## config.mk

```make
export PLATFORM = sky130hd
export DESIGN_NAME = piso_tx_scheduler
export DESIGN_NICKNAME = d
export VERILOG_FILES = /design/src/rtl/piso_tx_scheduler.sv
export SDC_FILE = /design/constraint.sdc
export NUM_CORES = 1
export LEC_CHECK = 0
export BUFFER_PORTS_ARGS = -buffer_cell sky130_fd_sc_hd__buf_2
export CAP_MARGIN = 20
export CORE_AREA = 2 2 67 69
export CTS_CLUSTER_DIAMETER = 40
export CTS_CLUSTER_SIZE = 10
export DETAILED_ROUTE_END_ITERATION = 10
export DIE_AREA = 0 0 69 71
export GPL_ROUTABILITY_DRIVEN = 0
export GPL_TIMING_DRIVEN = 0
export PLACE_DENSITY = 0.54
export SLEW_MARGIN = 20
export SYNTH_ARGS = -nofsm -noshare
export SYNTH_HDL_FRONTEND = slang
export SYNTH_SLANG_ARGS = --single-unit
```

## constraint.sdc

```tcl
create_clock -name clk -period 5.2 [get_ports clk]
set_input_delay 0.78 -clock clk [delete_from_list [all_inputs] [get_ports clk]]
set_output_delay 0.78 -clock clk [all_outputs]
set_load 0.005 [all_outputs]
```

## src/rtl/piso_tx_scheduler.sv

```systemverilog
// piso_tx_scheduler: round-robin arbiter feeding a shared MSB-first PISO stage.
module piso_tx_scheduler #(
    parameter int WIDTH = 4,
    parameter int GAP   = 1
) (
    input  logic               clk,
    input  logic               rst,
    input  logic [3:0]         req,
    input  logic [4*WIDTH-1:0] data_in,
    output logic [3:0]         ack,
    output logic               load,
    output logic [1:0]         grant_id,
    output logic               serial_out,
    output logic               serial_valid,
    output logic               frame_start,
    output logic               busy
);
    localparam logic [1:0] S_IDLE  = 2'd0;
    localparam logic [1:0] S_LOAD  = 2'd1;
    localparam logic [1:0] S_SHIFT = 2'd2;
    localparam logic [1:0] S_GAP   = 2'd3;
    logic [1:0]       state_q, state_d, ptr_q, ptr_d, gid_q, gid_d, win;
    logic [WIDTH-1:0] sreg_q, sreg_d;
    logic [3:0]       cnt_q, cnt_d, gcnt_q, gcnt_d;
    // Search from ptr upward; descending loop lets the nearest pending index win.
    always_comb begin
        win = ptr_q;
        for (int k = 3; k >= 0; k--)
            if (req[ptr_q + 2'(k)]) win = ptr_q + 2'(k);
    end
    always_comb begin
        state_d = state_q;
        ptr_d   = ptr_q;
        gid_d   = gid_q;
        sreg_d  = sreg_q;
        cnt_d   = cnt_q;
        gcnt_d  = gcnt_q;
        case (state_q)
            S_IDLE: if (req != 4'd0) begin
                state_d = S_LOAD;
                gid_d   = win;
                ptr_d   = win + 2'd1;
                sreg_d  = data_in[win*WIDTH +: WIDTH];
            end
            S_LOAD: begin
                state_d = S_SHIFT;
                cnt_d   = 4'(WIDTH - 1);
            end
            S_SHIFT: begin
                sreg_d  = sreg_q << 1;
                cnt_d   = cnt_q - 4'd1;
                state_d = (cnt_q != 4'd0) ? S_SHIFT : (GAP == 0) ? S_IDLE : S_GAP;
                gcnt_d  = 4'((GAP == 0) ? 0 : GAP - 1);
            end
            default: begin
                state_d = (gcnt_q == 4'd0) ? S_IDLE : S_GAP;
                gcnt_d  = (gcnt_q == 4'd0) ? 4'd0 : gcnt_q - 4'd1;
            end
        endcase
    end
    always_ff @(posedge clk or posedge rst) begin
        if (rst) begin
            state_q <= S_IDLE;
            ptr_q   <= 2'd0;
            gid_q   <= 2'd0;
            sreg_q  <= '0;
            cnt_q   <= 4'd0;
            gcnt_q  <= 4'd0;
        end else begin
            state_q <= state_d;
            ptr_q   <= ptr_d;
            gid_q   <= gid_d;
            sreg_q  <= sreg_d;
            cnt_q   <= cnt_d;
            gcnt_q  <= gcnt_d;
        end
    end
    // Outputs decode only registered state, so no input reaches an output combinationally.
    assign load         = state_q == S_LOAD;
    assign ack          = load ? (4'd1 << gid_q) : 4'd0;
    assign grant_id     = gid_q;
    assign serial_valid = state_q == S_SHIFT;
    assign serial_out   = serial_valid & sreg_q[WIDTH-1];
    assign frame_start  = serial_valid && (cnt_q == 4'(WIDTH - 1));
    assign busy         = state_q != S_IDLE;
endmodule

```

# ---- After elaboration in Yosys (flattened, before gate mapping)
# Cells that the tools add are included.
dict set report totals {
  reg_bits 18
  latch_bits 0
  ramBits 0
  romBits 0
  inputBits 22
  out_inout_bits 11
  elab_cells 56
  mem_count 0
}
dict set report classes {
  n_addsub 6
  multipliers 0
  div 0
  order_cmp 4
  n_eq_ne 4
  shift 2
  muxes 22
  bitwise_logic 1
  n_reduce_logical 11
}
# op n
set ops {}
lappend ops {{4-bit case mux with 2 select lines} 3}
lappend ops {{16-bit by 5-bit indexed part select with 4-bit output} 1}
lappend ops {{2-bit by 3-bit < comparator with 1-bit output, second input constant} 4}
lappend ops {{2-bit 2-to-1 mux} 6}
lappend ops {{4-bit 2-to-1 mux} 3}
lappend ops {{1-bit binary-select mux with 2-bit select} 4}
lappend ops {{4-bit nonzero test} 2}
lappend ops {{4-bit by 1-bit subtractor with 4-bit output, second input constant} 2}
lappend ops {{2-bit case mux with 3 select lines} 1}
lappend ops {{2-bit nonzero test} 3}
lappend ops {{1-bit 2-to-1 mux} 5}
lappend ops {{2-bit by 1-bit adder with 2-bit output, second input constant} 2}
lappend ops {{2-bit adder, second input constant} 2}
lappend ops {{4-bit by 2-bit equality test with 1-bit output, second input constant} 1}
lappend ops {{4-bit zero test} 1}
lappend ops {{2-bit AND reduction} 2}
lappend ops {{1-bit by 2-bit left shift with 4-bit output, first input constant} 1}
lappend ops {{2-bit by 1-bit equality test with 1-bit output, second input constant} 1}
lappend ops {{2-bit equality test, second input constant} 1}
lappend ops {{2-bit zero test} 1}
lappend ops {{2-bit inequality test, second input constant} 1}
lappend ops {{2-bit OR reduction} 1}
lappend ops {{1-bit AND} 1}
lappend ops {{1-bit logical AND} 1}

# ---- Longest topological paths before layout
dict set report depth {
  ltp_word 10
  ltp_mapped 7
}

# ---- Least setup slack after synthesis
# Ideal clock, no wire load.
dict set report synth_timing {
  kind {input to register}
  startpoint {input req[1]}
  endpoint {register sreg_q[0]}
  t_arrival_ns 2.053
  required_ns 5.066
  slack_ns 3.013
  stages 5
  n_path_buf 0
  path_cell_list {or2_2 a21oi_1 a211o_1 mux4_1 o2bb2ai_1}
}
dict set report synth_via {
  elab_chain_len 9
  word_cells_on_any_way 18
}
# item line
set synth_rtl {}
lappend synth_rtl {{from (decl)} 8} ;# input logic [3:0] req,
lappend synth_rtl {{1-bit binary-select mux with 2-bit select} 29} ;# if (req[ptr_q + 2'(k)]) win = ptr_q + 2'(k);
lappend synth_rtl {{1-bit 2-to-1 mux (implied by the code)} 29}
lappend synth_rtl {{2-bit 2-to-1 mux (4 in series)} 29}
lappend synth_rtl {{16-bit by 5-bit indexed part select with 4-bit output} 43} ;# sreg_d = data_in[win*WIDTH +: WIDTH];
lappend synth_rtl {{4-bit 2-to-1 mux} 39} ;# S_IDLE: if (req != 4'd0) begin
lappend synth_rtl {{4-bit case mux with 2 select lines} 38} ;# case (state_q)
lappend synth_rtl {{to (signal assigned)} 73} ;# sreg_q <= sreg_d;
lappend synth_rtl {{to (decl)} 23} ;# logic [WIDTH-1:0] sreg_q, sreg_d;
# Several ways; a longest one is shown, not always the timed one. The select of a mux whose other input is x is not followed.
# A chain may end at the register's enable or synchronous reset.

# ---- Worst setup path in the final report
dict set report layout_timing {
  startpoint {register state_q[0]}
  endpoint {output frame_start}
}
dict set report layout_via {
  elab_chain_len 2
}
# item line
set layout_rtl {}
lappend layout_rtl {{from (decl)} 22} ;# logic [1:0] state_q, state_d, ptr_q, ptr_d, gid_q, gid_d, win;
lappend layout_rtl {{from (signal assigned)} 70} ;# state_q <= state_d;
lappend layout_rtl {{2-bit equality test} 82} ;# assign serial_valid = state_q == S_SHIFT;
lappend layout_rtl {{1-bit logical AND} 84} ;# assign frame_start = serial_valid && (cnt_q == 4'(WIDTH - 1));
lappend layout_rtl {{to (decl)} 15} ;# output logic frame_start,
# No other way between the ends.

==> reports/metrics.cfg <==
[status]
status=finished clean

[synthesis]
ys_ff_latch=18
yosys_warnings=0
ys_seq_area_share_pct=37.3
syn_inst=132
syn_area_um2=1210
synth.distinct_cells=43
syn_avg_cell_area_um2=9.15
synth.net_count=160

[placement]
hpwl_mm=2.35
io_buffers=32

[global_routing]
grt_pass1_vias=1112
grt_pass1_wl_mm=5.04
overflow=0
grt_max_degree=19
grt_usage_pct=12.5
antenna_found_initial=0

[power_and_ir_drop]
powerDensity_nw_per_um2=504
clockPowerShare_pct=15.1
ir_drop_mv=0.174
p_int_w=0.000427
p_sw_w=0.000323
leakagePower_nw=0.707
switching_share_pct=43.1
power_frac_seq_pct=30.5
share_comb_of_total_power_pct=54.3

[clock_network]
clock_sinks=18
clk_pin_slew_ns=0.07
clock_path_buffers=2
cts_hold_buf=0
insertion_delay_ns=0.25
numCtsBuffers=3
cts_setup_buffers=0
htreeDepth=1
cts_root_buf=clkbuf_8
cts_tree=yes
postCtsResizedCells=0

[sta]
min_period_ns=2.83
finClkSkew_ns=0.00249
slew_headroom_pct=53.6
clock.fmax_mhz=354
worst_pin_slew_ns=0.696
final-setup-viol-count=0
report.final.slew_viol_count=0
tns_ns=0
rsz0062_at_grt=no
hold_viol=0
fin_crit_sh_pct=54.4
hold_slack_ns=0.533

[floorplanning]
start_util_pct=28.7
die_w_um=69
coreArea_um2=4200
io_pins=33
die_h_um=71
num_rows=24
die_area_um2=4900

[critical_path]
crit_arrival_ns=2.05
cp_data_required_time_ns=4.42
worstReg2RegStart=state_q[0]$_DFFE_PP0P_
worstPathMaxFanout=10
endpoint_kind=output port
crit_start=state_q[0]$_DFFE_PP0P_
start_kind=flip-flop
critPathKind=flip-flop to output port

[routing]
first_iter_violations=49
final_antenna_net_count=0
drcViolationCount=0
dr.pass1.iters=4
via_per_inst=5.05
drt-wirelength-per-cell_um=13.3
vias=1111
drt-total-wl_mm=2.92

[layout]
final_common_cell=buf_2
layout.nets=197
diodes=0
drive_gt1_share_pct=23.8
syn2layout_area_growth_pct=23.2
final_cell_mix=32 x buf_2, 18 x dfrtp_1, 13 x nor2_1

[flow_run]
maxCapViolations=0

[min_path]
hold_path_startpoint=sreg_q[0]$_DFFE_PP0P_
min_path_type=flip-flop to flip-flop

-- cells in the mapped netlist (all sizes together) --
library cell  instances  share of area [%]
a21o                  2                1.2
a2111oi               6                6.0
or3                   2                1.0
o31ai                 2                1.2
a211oi                4                2.5
o21ai                 8                3.3
o21a                  4                2.5
o2bb2ai               1               0.73
nand2b                3                1.6
o32ai                 1               0.73
a211o                 1               0.73
nand3                 1               0.41
nor4                  2                1.0
and2b                 1               0.73
a21oi                 3                1.2
nor3b                 1               0.62
nor2                 13                4.0
mux4                  1                2.2
o211ai                1               0.62
inv                  11                3.4
o31a                  1               0.73
and3b                 1               0.73
dfrtp                18                 37
and2                  1               0.52
a31oi                 2                1.0
clkbuf                5                1.6
or2                   2                1.0
nand2                 9                2.8
mux2i                 3                2.5
and3                  1               0.52
a21boi                1               0.62
nor4b                 2                1.5
buf                   1               0.93
o21bai                1               0.62
o22ai                 4                2.1
xnor2                 1               0.73
ha                    6                6.2
nor3                  3                1.2
a22o                  1               0.73
a32o                  1               0.83
-- cell type report --
type                            count  area [um2]
Tap cell                           52        65.1
Buffer                              6        30.0
Inverter                           11        41.3
Fill cell                         448        2720
Clock buffer                        4        55.1
Timing Repair Buffer               32         160
Sequential cell                    18         450
Multi-Input combinational cell     97         686
-- per-layer routing --
metal  GRT usage, %  vias to the layer above  wire length [um]
met5              0                        -                 0
met4           3.27                        0                12
met2           21.9                       29              1460
met3           1.99                        2               127
li1               -                      558                 -
met1           16.1                      522              1330
-- cells by family (layout without fill, tap and decap cells) --
family	after synthesis	count (layout)	share of synthesized area [%]
xor gates and xnor gates	1	1	0.726
DFF	18	18	37.3
buffers and inverters	17	53	5.91
adders and majority gates	6	6	6.22
muxes	4	4	4.66
AOI/OAI and AO/OA	44	44	27.5
and+or+nand+nor	42	42	17.7
-- per-stage QoR --
stage          area, um2  power (W)  setup WS, ns  utilization [%]  std cells
2_1_floorplan       1210   0.000517          3.01                -        132
3_3_place_gp        1430   0.000623          2.71             34.1        216
3_5_place_dp        1430   0.000643          2.64             34.1        216
4_1_cts             1490   0.000760          2.35             35.4        220
5_1_grt             1490   0.000827          2.13             35.4        220
6_report            1490   0.000750          2.37             35.4        220
-- path summary, 6_finish.rpt --
path                                            to  slack [ns]  cells after the start
min in group asynchronous  grant_id[0]$_DFFE_PP0P_        0.63                      2
min                          sreg_q[0]$_DFFE_PP0P_        0.53                      2
max in group asynchronous   state_q[0]$_DFFE_PP0P_        4.13                      2
max                                    frame_start        2.37                      6
min reg2reg                  sreg_q[0]$_DFFE_PP0P_        0.53                      2
max reg2reg                  sreg_q[1]$_DFFE_PP0P_        2.83                      7
-- worst max-delay path, stage by stage, from the launching register on --
cell and delay, ns:
dfrtp_1 0.42, inv_1 0.09, ha_1 0.21, clkbuf_1 0.38, inv_1 0.23, nor4b_1 0.30, buf_2 0.17
-- flip-flops by register name, summed over array words and instances, names as in the netlist --
register  cells
gcnt_q        4
sreg_q        4
state_q       2
grant_id      2
ptr_q         2
cnt_q         4
-- power groups by stage --
stage	clock (W)	sequential [W]	combinational [W]
floorplan	0	0.000220	0.000297
global placement	0	0.000228	0.000395
detailed placement	0	0.000230	0.000413
CTS	0.000118	0.000228	0.000414
global route	0.000127	0.000236	0.000464
finish	0.000114	0.000229	0.000407
Power figures use the tool's default switching activity.
